**config.mk**
```make
export PLATFORM = sky130hd
export DESIGN_NAME = reaction_timer
export DESIGN_NICKNAME = d
export VERILOG_FILES = /design/src/rtl/reaction_timer_pkg.sv /design/src/rtl/reaction_timer_btn_sync_edge.sv /design/src/rtl/reaction_timer.sv
export SDC_FILE = /design/constraint.sdc
export NUM_CORES = 1
export LEC_CHECK = 0
export CORE_MARGIN = 3
export CORE_UTILIZATION = 58
export DETAILED_ROUTE_END_ITERATION = 10
export MAX_ROUTING_LAYER = met4
export PLACE_DENSITY = 0.8
export REMOVE_ABC_BUFFERS = 1
export SKIP_LAST_GASP = 1
export SLEW_MARGIN = 30
export SYNTH_ARGS = -nofsm -noshare
export SYNTH_HDL_FRONTEND = slang
export SYNTH_SLANG_ARGS = --single-unit
```
**constraint.sdc**
```tcl
create_clock -name clk -period 3.2 [get_ports clk]
set_input_delay 0.32 -clock clk [delete_from_list [all_inputs] [get_ports clk]]
set_output_delay 0.32 -clock clk [all_outputs]
set_load 0.02 [all_outputs]
```
**src/rtl/reaction_timer_pkg.sv**
```systemverilog
// Shared definitions for the reaction timer: FSM state encoding, the
// saturation limit of the reaction counter and the LFSR polynomial.
package reaction_timer_pkg;

  typedef enum logic [2:0] {
    S_IDLE    = 3'd0,
    S_DELAY   = 3'd1,
    S_REACT   = 3'd2,
    S_DONE    = 3'd3,
    S_EARLY   = 3'd4,
    S_TIMEOUT = 3'd5
  } state_t;

  localparam logic [13:0] REACTION_MAX = 14'd9999;

  // x^7 + x^6 + 1: feedback is the XOR of bits 6 and 5.
  localparam logic [6:0] LFSR_TAPS = 7'b110_0000;
  localparam logic [6:0] LFSR_SEED = 7'h01;

  // Shift left, feedback enters at bit 0. A nonzero seed never reaches 0.
  function automatic logic [6:0] lfsr_next(input logic [6:0] q);
    return {q[5:0], ^(q & LFSR_TAPS)};
  endfunction

endpackage

```
**src/rtl/reaction_timer_btn_sync_edge.sv**
```systemverilog
// Push-button conditioning: two-flop synchroniser followed by a rising-edge
// detector, so each low-to-high transition of the raw button yields exactly
// one single-cycle pulse however long the button is held.
// Ports:
//   clk      in  system clock
//   areset   in  asynchronous active-high reset
//   i_btn    in  raw asynchronous button, active-high
//   o_press  out one-cycle pulse, valid two edges after i_btn rises
module btn_sync_edge (
  input  logic clk,
  input  logic areset,
  input  logic i_btn,
  output logic o_press
);

  logic r_sync1;
  logic r_sync2;
  logic r_prev;

  always_ff @(posedge clk or posedge areset) begin
    if (areset) begin
      r_sync1 <= 1'b0;
      r_sync2 <= 1'b0;
      r_prev  <= 1'b0;
    end else begin
      r_sync1 <= i_btn;
      r_sync2 <= r_sync1;
      r_prev  <= r_sync2;
    end
  end

  assign o_press = r_sync2 & ~r_prev;

endmodule

```
**src/rtl/reaction_timer.sv**
```systemverilog
// Reaction-time tester. A press arms a trial; after MIN_DELAY plus a
// pseudo-random number of ms the LED lights, and the ms count until the
// next press is reported on `reaction` (saturating at 9999).
// Ports:
//   clk       in  system clock
//   areset    in  asynchronous active-high reset
//   user_btn  in  raw push-button, active-high
//   led       out stimulus LED, high only in REACT
//   testL     out current LFSR value (debug)
//   state     out current FSM state code (debug)
//   reaction  out measured reaction time in ms
module reaction_timer
  import reaction_timer_pkg::*;
#(
  parameter int TICK_DIV   = 100000,
  parameter int MIN_DELAY  = 1000,
  parameter int RAND_SCALE = 16
) (
  input  logic        clk,
  input  logic        areset,
  input  logic        user_btn,
  output logic        led,
  output logic [6:0]  testL,
  output logic [2:0]  state,
  output logic [13:0] reaction
);

  localparam int PW = (TICK_DIV > 1) ? $clog2(TICK_DIV) : 1;

  state_t        r_state;
  state_t        w_next_state;
  logic          r_led;
  logic          w_next_led;
  logic [13:0]   r_reaction;
  logic [13:0]   w_next_reaction;
  logic [13:0]   r_delay;
  logic [13:0]   w_next_delay;
  logic [PW-1:0] r_presc;
  logic [6:0]    r_lfsr;
  logic          w_press;
  logic          w_tick;
  logic          w_presc_clr;
  logic [13:0]   w_delay_load;

  btn_sync_edge u_btn (
    .clk     (clk),
    .areset  (areset),
    .i_btn   (user_btn),
    .o_press (w_press)
  );

  assign w_tick       = (r_presc == PW'(TICK_DIV - 1));
  assign w_delay_load = 14'(MIN_DELAY + int'(r_lfsr) * RAND_SCALE);

  // The ms grid restarts whenever a timed phase begins, so the first tick
  // of DELAY/REACT lands a full TICK_DIV cycles after entry.
  assign w_presc_clr  = (w_next_state != r_state) &&
                        ((w_next_state == S_DELAY) || (w_next_state == S_REACT));

  always_ff @(posedge clk or posedge areset) begin
    if (areset) begin
      r_presc <= '0;
      r_lfsr  <= LFSR_SEED;
    end else begin
      r_lfsr <= lfsr_next(r_lfsr);
      if (w_presc_clr || w_tick) r_presc <= '0;
      else                       r_presc <= r_presc + 1'b1;
    end
  end

  always_ff @(posedge clk or posedge areset) begin
    if (areset) begin
      r_state    <= S_IDLE;
      r_led      <= 1'b0;
      r_reaction <= '0;
      r_delay    <= '0;
    end else begin
      r_state    <= w_next_state;
      r_led      <= w_next_led;
      r_reaction <= w_next_reaction;
      r_delay    <= w_next_delay;
    end
  end

  always_comb begin
    w_next_state    = r_state;
    w_next_led      = r_led;
    w_next_reaction = r_reaction;
    w_next_delay    = r_delay;
    case (r_state)
      S_IDLE, S_DONE, S_EARLY, S_TIMEOUT: begin
        w_next_led = 1'b0;
        if (r_state == S_EARLY) w_next_reaction = '0;
        if (w_press) begin
          w_next_state    = S_DELAY;
          w_next_delay    = w_delay_load;
          w_next_reaction = '0;
        end
      end
      S_DELAY: begin
        w_next_led = 1'b0;
        // A press always wins over a same-cycle expiry.
        if (w_press) begin
          w_next_state    = S_EARLY;
          w_next_reaction = '0;
        end else if (w_tick) begin
          if (r_delay <= 14'd1) begin
            w_next_state    = S_REACT;
            w_next_delay    = '0;
            w_next_led      = 1'b1;
            w_next_reaction = '0;
          end else begin
            w_next_delay = r_delay - 14'd1;
          end
        end
      end
      S_REACT: begin
        w_next_led = 1'b1;
        // A press freezes the count; a coincident tick is dropped.
        if (w_press) begin
          w_next_state = S_DONE;
          w_next_led   = 1'b0;
        end else if (w_tick) begin
          if (r_reaction >= REACTION_MAX - 14'd1) begin
            w_next_state    = S_TIMEOUT;
            w_next_reaction = REACTION_MAX;
            w_next_led      = 1'b0;
          end else begin
            w_next_reaction = r_reaction + 14'd1;
          end
        end
      end
      default: begin
        w_next_state    = S_IDLE;
        w_next_led      = 1'b0;
        w_next_reaction = '0;
      end
    endcase
  end

  assign led      = r_led;
  assign testL    = r_lfsr;
  assign state    = r_state;
  assign reaction = r_reaction;

endmodule

```
==> flow_metrics.env <==
export IMPL_antenna_cells=0
export IMPL_drc_errors=0
export IMPL_setup_violations=0
export IMPL_slew_viol_final=0
export IMPL_placed_cell_area_sq_um=3571
export IMPL_path_buf_inv=0
export IMPL_rsz0062_at_grt="no"
export IMPL_cpPeakStageDelay_ps=580
export IMPL_cts_hold_buffers=0
export IMPL_post_route_min_period_ps=2751
export IMPL_yosys_warnings=0
export IMPL_antenna_found_initial=0
export IMPL_synth_seq_cells=59
export IMPL_end_kind="flop"
export IMPL_cts_root_buf="clkbuf_8"
export IMPL_grt_usage=0.2482
export IMPL_tns_ps=0
export IMPL_synthFlopType="dfrtp_1"
export IMPL_status="finished, final reports clean"
export IMPL_max_cap_violations=0
export IMPL_fmax_ghz=0.3636
export IMPL_port_buffers=27
export IMPL_ir_drop_uv=325.2
export IMPL_cts_clk_slew_worst_paths_ps=70
export IMPL_path_cells="or4_1 -> or4_4 -> o21ai_4 -> nand3_1 -> o21ai_0 -> o31ai_1"
export IMPL_drive_gt1_frac=0.1108
export IMPL_finalWeightedCongestion=0.8734
export IMPL_synth_edff_count=0
export IMPL_detail_route_antenna_nets=0
export IMPL_design_area_sq_um=3784
export IMPL_hold_violations=0
export IMPL_r2r_end="reaction[7]"
export IMPL_yosysTopAreaCellShare=0.4431
export IMPL_worst_pin_slew_ps=731.0
export IMPL_num_rows=26
export IMPL_first_iter_violations=237
export IMPL_vias_per_cell=6.078
export IMPL_boundaryPins=28
export IMPL_cts_tree="done"
export IMPL_postCtsSetupBuffers=0
export IMPL_yosysMostFrequentCell="dfrtp_1"
export IMPL_dp_hpwl_microns=4800
export IMPL_worst_slew_margin_rel=0.5108
export IMPL_r2r_start="r_delay[2]"
export IMPL_seq_area_frac_synth=0.4511
export IMPL_avgSynthCellArea_sq_um=9.495
export IMPL_die_w_microns=81.15
export IMPL_die_y_microns=81.15
export IMPL_fp_dieArea_sq_um=6585
export IMPL_fp_coreArea_sq_um=5270
export IMPL_yosys_top_cells_count="dfrtp_1, nor2_1, nand2_1, o21ai_0, a21oi_1"
export IMPL_clk_path_buf_depth=2
export IMPL_drt_first_pass_iters=5
export IMPL_synth_area_sq_um=3276
export IMPL_ff2ff_path_depth=6
export IMPL_nets=385
export IMPL_synth_top_cell_by_area="dfrtp_1"
export IMPL_powerDensity_nw_per_um2=470.6
export IMPL_numCtsBuffers=9
export IMPL_finalClockSkew_ps=9.071
export IMPL_wl_per_cell_microns=15.71
export IMPL_cp_top_family="simple AND/OR/NAND/NOR gates"
export IMPL_synth_area_leaders="dfrtp_1, nor2_1, nand2_1"
export IMPL_leakage_nw=1.697
export IMPL_post_route_period_util=0.8595
export IMPL_worstSetupStartpointType="flop"
export IMPL_htree_levels=3
export IMPL_clk_latency_ps=340
export IMPL_critPathMaxFanout=15
export IMPL_first_global_vias=2646
export IMPL_cts_repair_resized=0
export IMPL_worstHoldPathType="input port to asynchronous set/reset pin"
export IMPL_crit_arrival_ps=2970
export IMPL_r2r_setup_slack_ps=450
export IMPL_cp_required_ps=3420
export IMPL_grt_max_degree=60
export IMPL_syn_inst=345
export IMPL_async_reset_ff_frac=1.000
export IMPL_worstSetupPathType="flop to flop"
export IMPL_ys_types=64
export IMPL_initial_utilization=0.6216
export IMPL_vias=2729
export IMPL_grt_pass1_wl_microns=12320
export IMPL_crit_slowest_cell="or4_4"
export IMPL_cts_sinks=59
export IMPL_wl_microns=7056
export IMPL_areaGrowthSynthToFinish_pct=15.51
export IMPL_gr_total_overflow=0
[sequential cells by signal, summed over array words and instances, names as in the netlist]
name	cells
reaction	14
u_btn.r_sync1	1
testL	7
led	1
u_btn.r_prev	1
r_presc	17
state	3
u_btn.r_sync2	1
r_delay	14
[power by group]
part           switching, mW  total, mW  internal (mW)
combinational          0.128      0.212         0.0844
clock                  0.296      0.717          0.420
sequential            0.0566      0.852          0.795
total                  0.481       1.78           1.30
[routing by layer]
layer | wire length, microns | global-route usage | vias to the layer above | share of wire
li1 | - | - | 1317 | -
met1 | 3365 | 0.3307 | 1338 | 0.48
met2 | 3312 | 0.3736 | 63 | 0.47
met3 | 273 | 0.05765 | 11 | 0.039
met4 | 106 | 0.08615 | 0 | 0.015
met5 | 0 | - | - | 0
[final cells by class]
type	count	area, sq um
Inverter	9	33.78
Timing Repair Buffer	33	327.8
Multi-Input combinational cell	262	1644
Clock inverter	4	47.55
Sequential cell	59	1478
Fill cell	421	1486
Tap cell	70	87.58
Clock buffer	12	165.2
[how the worst max path moves through the flow]
stage,cells past startpoint,from,end
6_report,6,r_delay[2],reaction[7]
4_1_cts,6,r_delay[2],reaction[11]
3_3_place_gp,6,r_delay[2],reaction[1]
3_5_place_dp,6,r_delay[2],reaction[11]
2_1_floorplan,6,reaction[6],state[0]
5_1_grt,6,r_delay[2],reaction[11]
[cell usage in the layout (no fill, tap or decap), drive strengths merged, types with 6 or more instances in the layout]
master	Yosys	routed
xnor2	7	7
dfrtp	58	58
a2bb2oi	7	7
nor3	11	11
nand2	31	31
a21oi	15	15
xor2	13	13
inv	9	9
and3	10	10
ha	8	8
nand3	15	15
o21ai	24	24
clkdlybuf4s50	0	27
clkbuf	10	12
o31ai	6	6
nand4	7	7
nor2	43	43
or3	6	6
buf	4	6
[through the flow]
| step | power, mW | util | hold slack (ps) | setup slack [ps] | instances |
|---|---|---|---|---|---|
| 6_report | 1.781 | 0.7179 | 339.9 | 449.5 | 449 |
| 5_1_grt | 1.871 | 0.7179 | 358.7 | 247.2 | 449 |
| 3_5_place_dp | 1.075 | 0.6776 | 341.0 | 459.2 | 433 |
| 2_1_floorplan | 1.010 | - | 331.2 | 724.4 | 330 |
| 3_3_place_gp | 1.065 | 0.6776 | 344.2 | 535.2 | 433 |
| 4_1_cts | 1.791 | 0.7179 | 354.7 | 455.7 | 449 |
[cells by family (layout without fill, tap and decap cells)]
| family | after synthesis | in the layout | share of synthesized area |
|---|---|---|---|
| simple gates | 151 | 151 | 0.2406 |
| compound gates | 79 | 79 | 0.1646 |
| flops | 59 | 59 | 0.4511 |
| buf+inv | 24 | 58 | 0.04698 |
| xor+xnor | 20 | 20 | 0.05348 |
| fa+ha+maj | 8 | 8 | 0.03056 |
| mux | 4 | 4 | 0.01261 |
[tightest hold or removal path, stage by stage]
cell and delay (ps):
clkdlybuf4s50_1 410, inv_2 70, buf_12 260
Note: power is estimated with default switching activity, not from simulation.
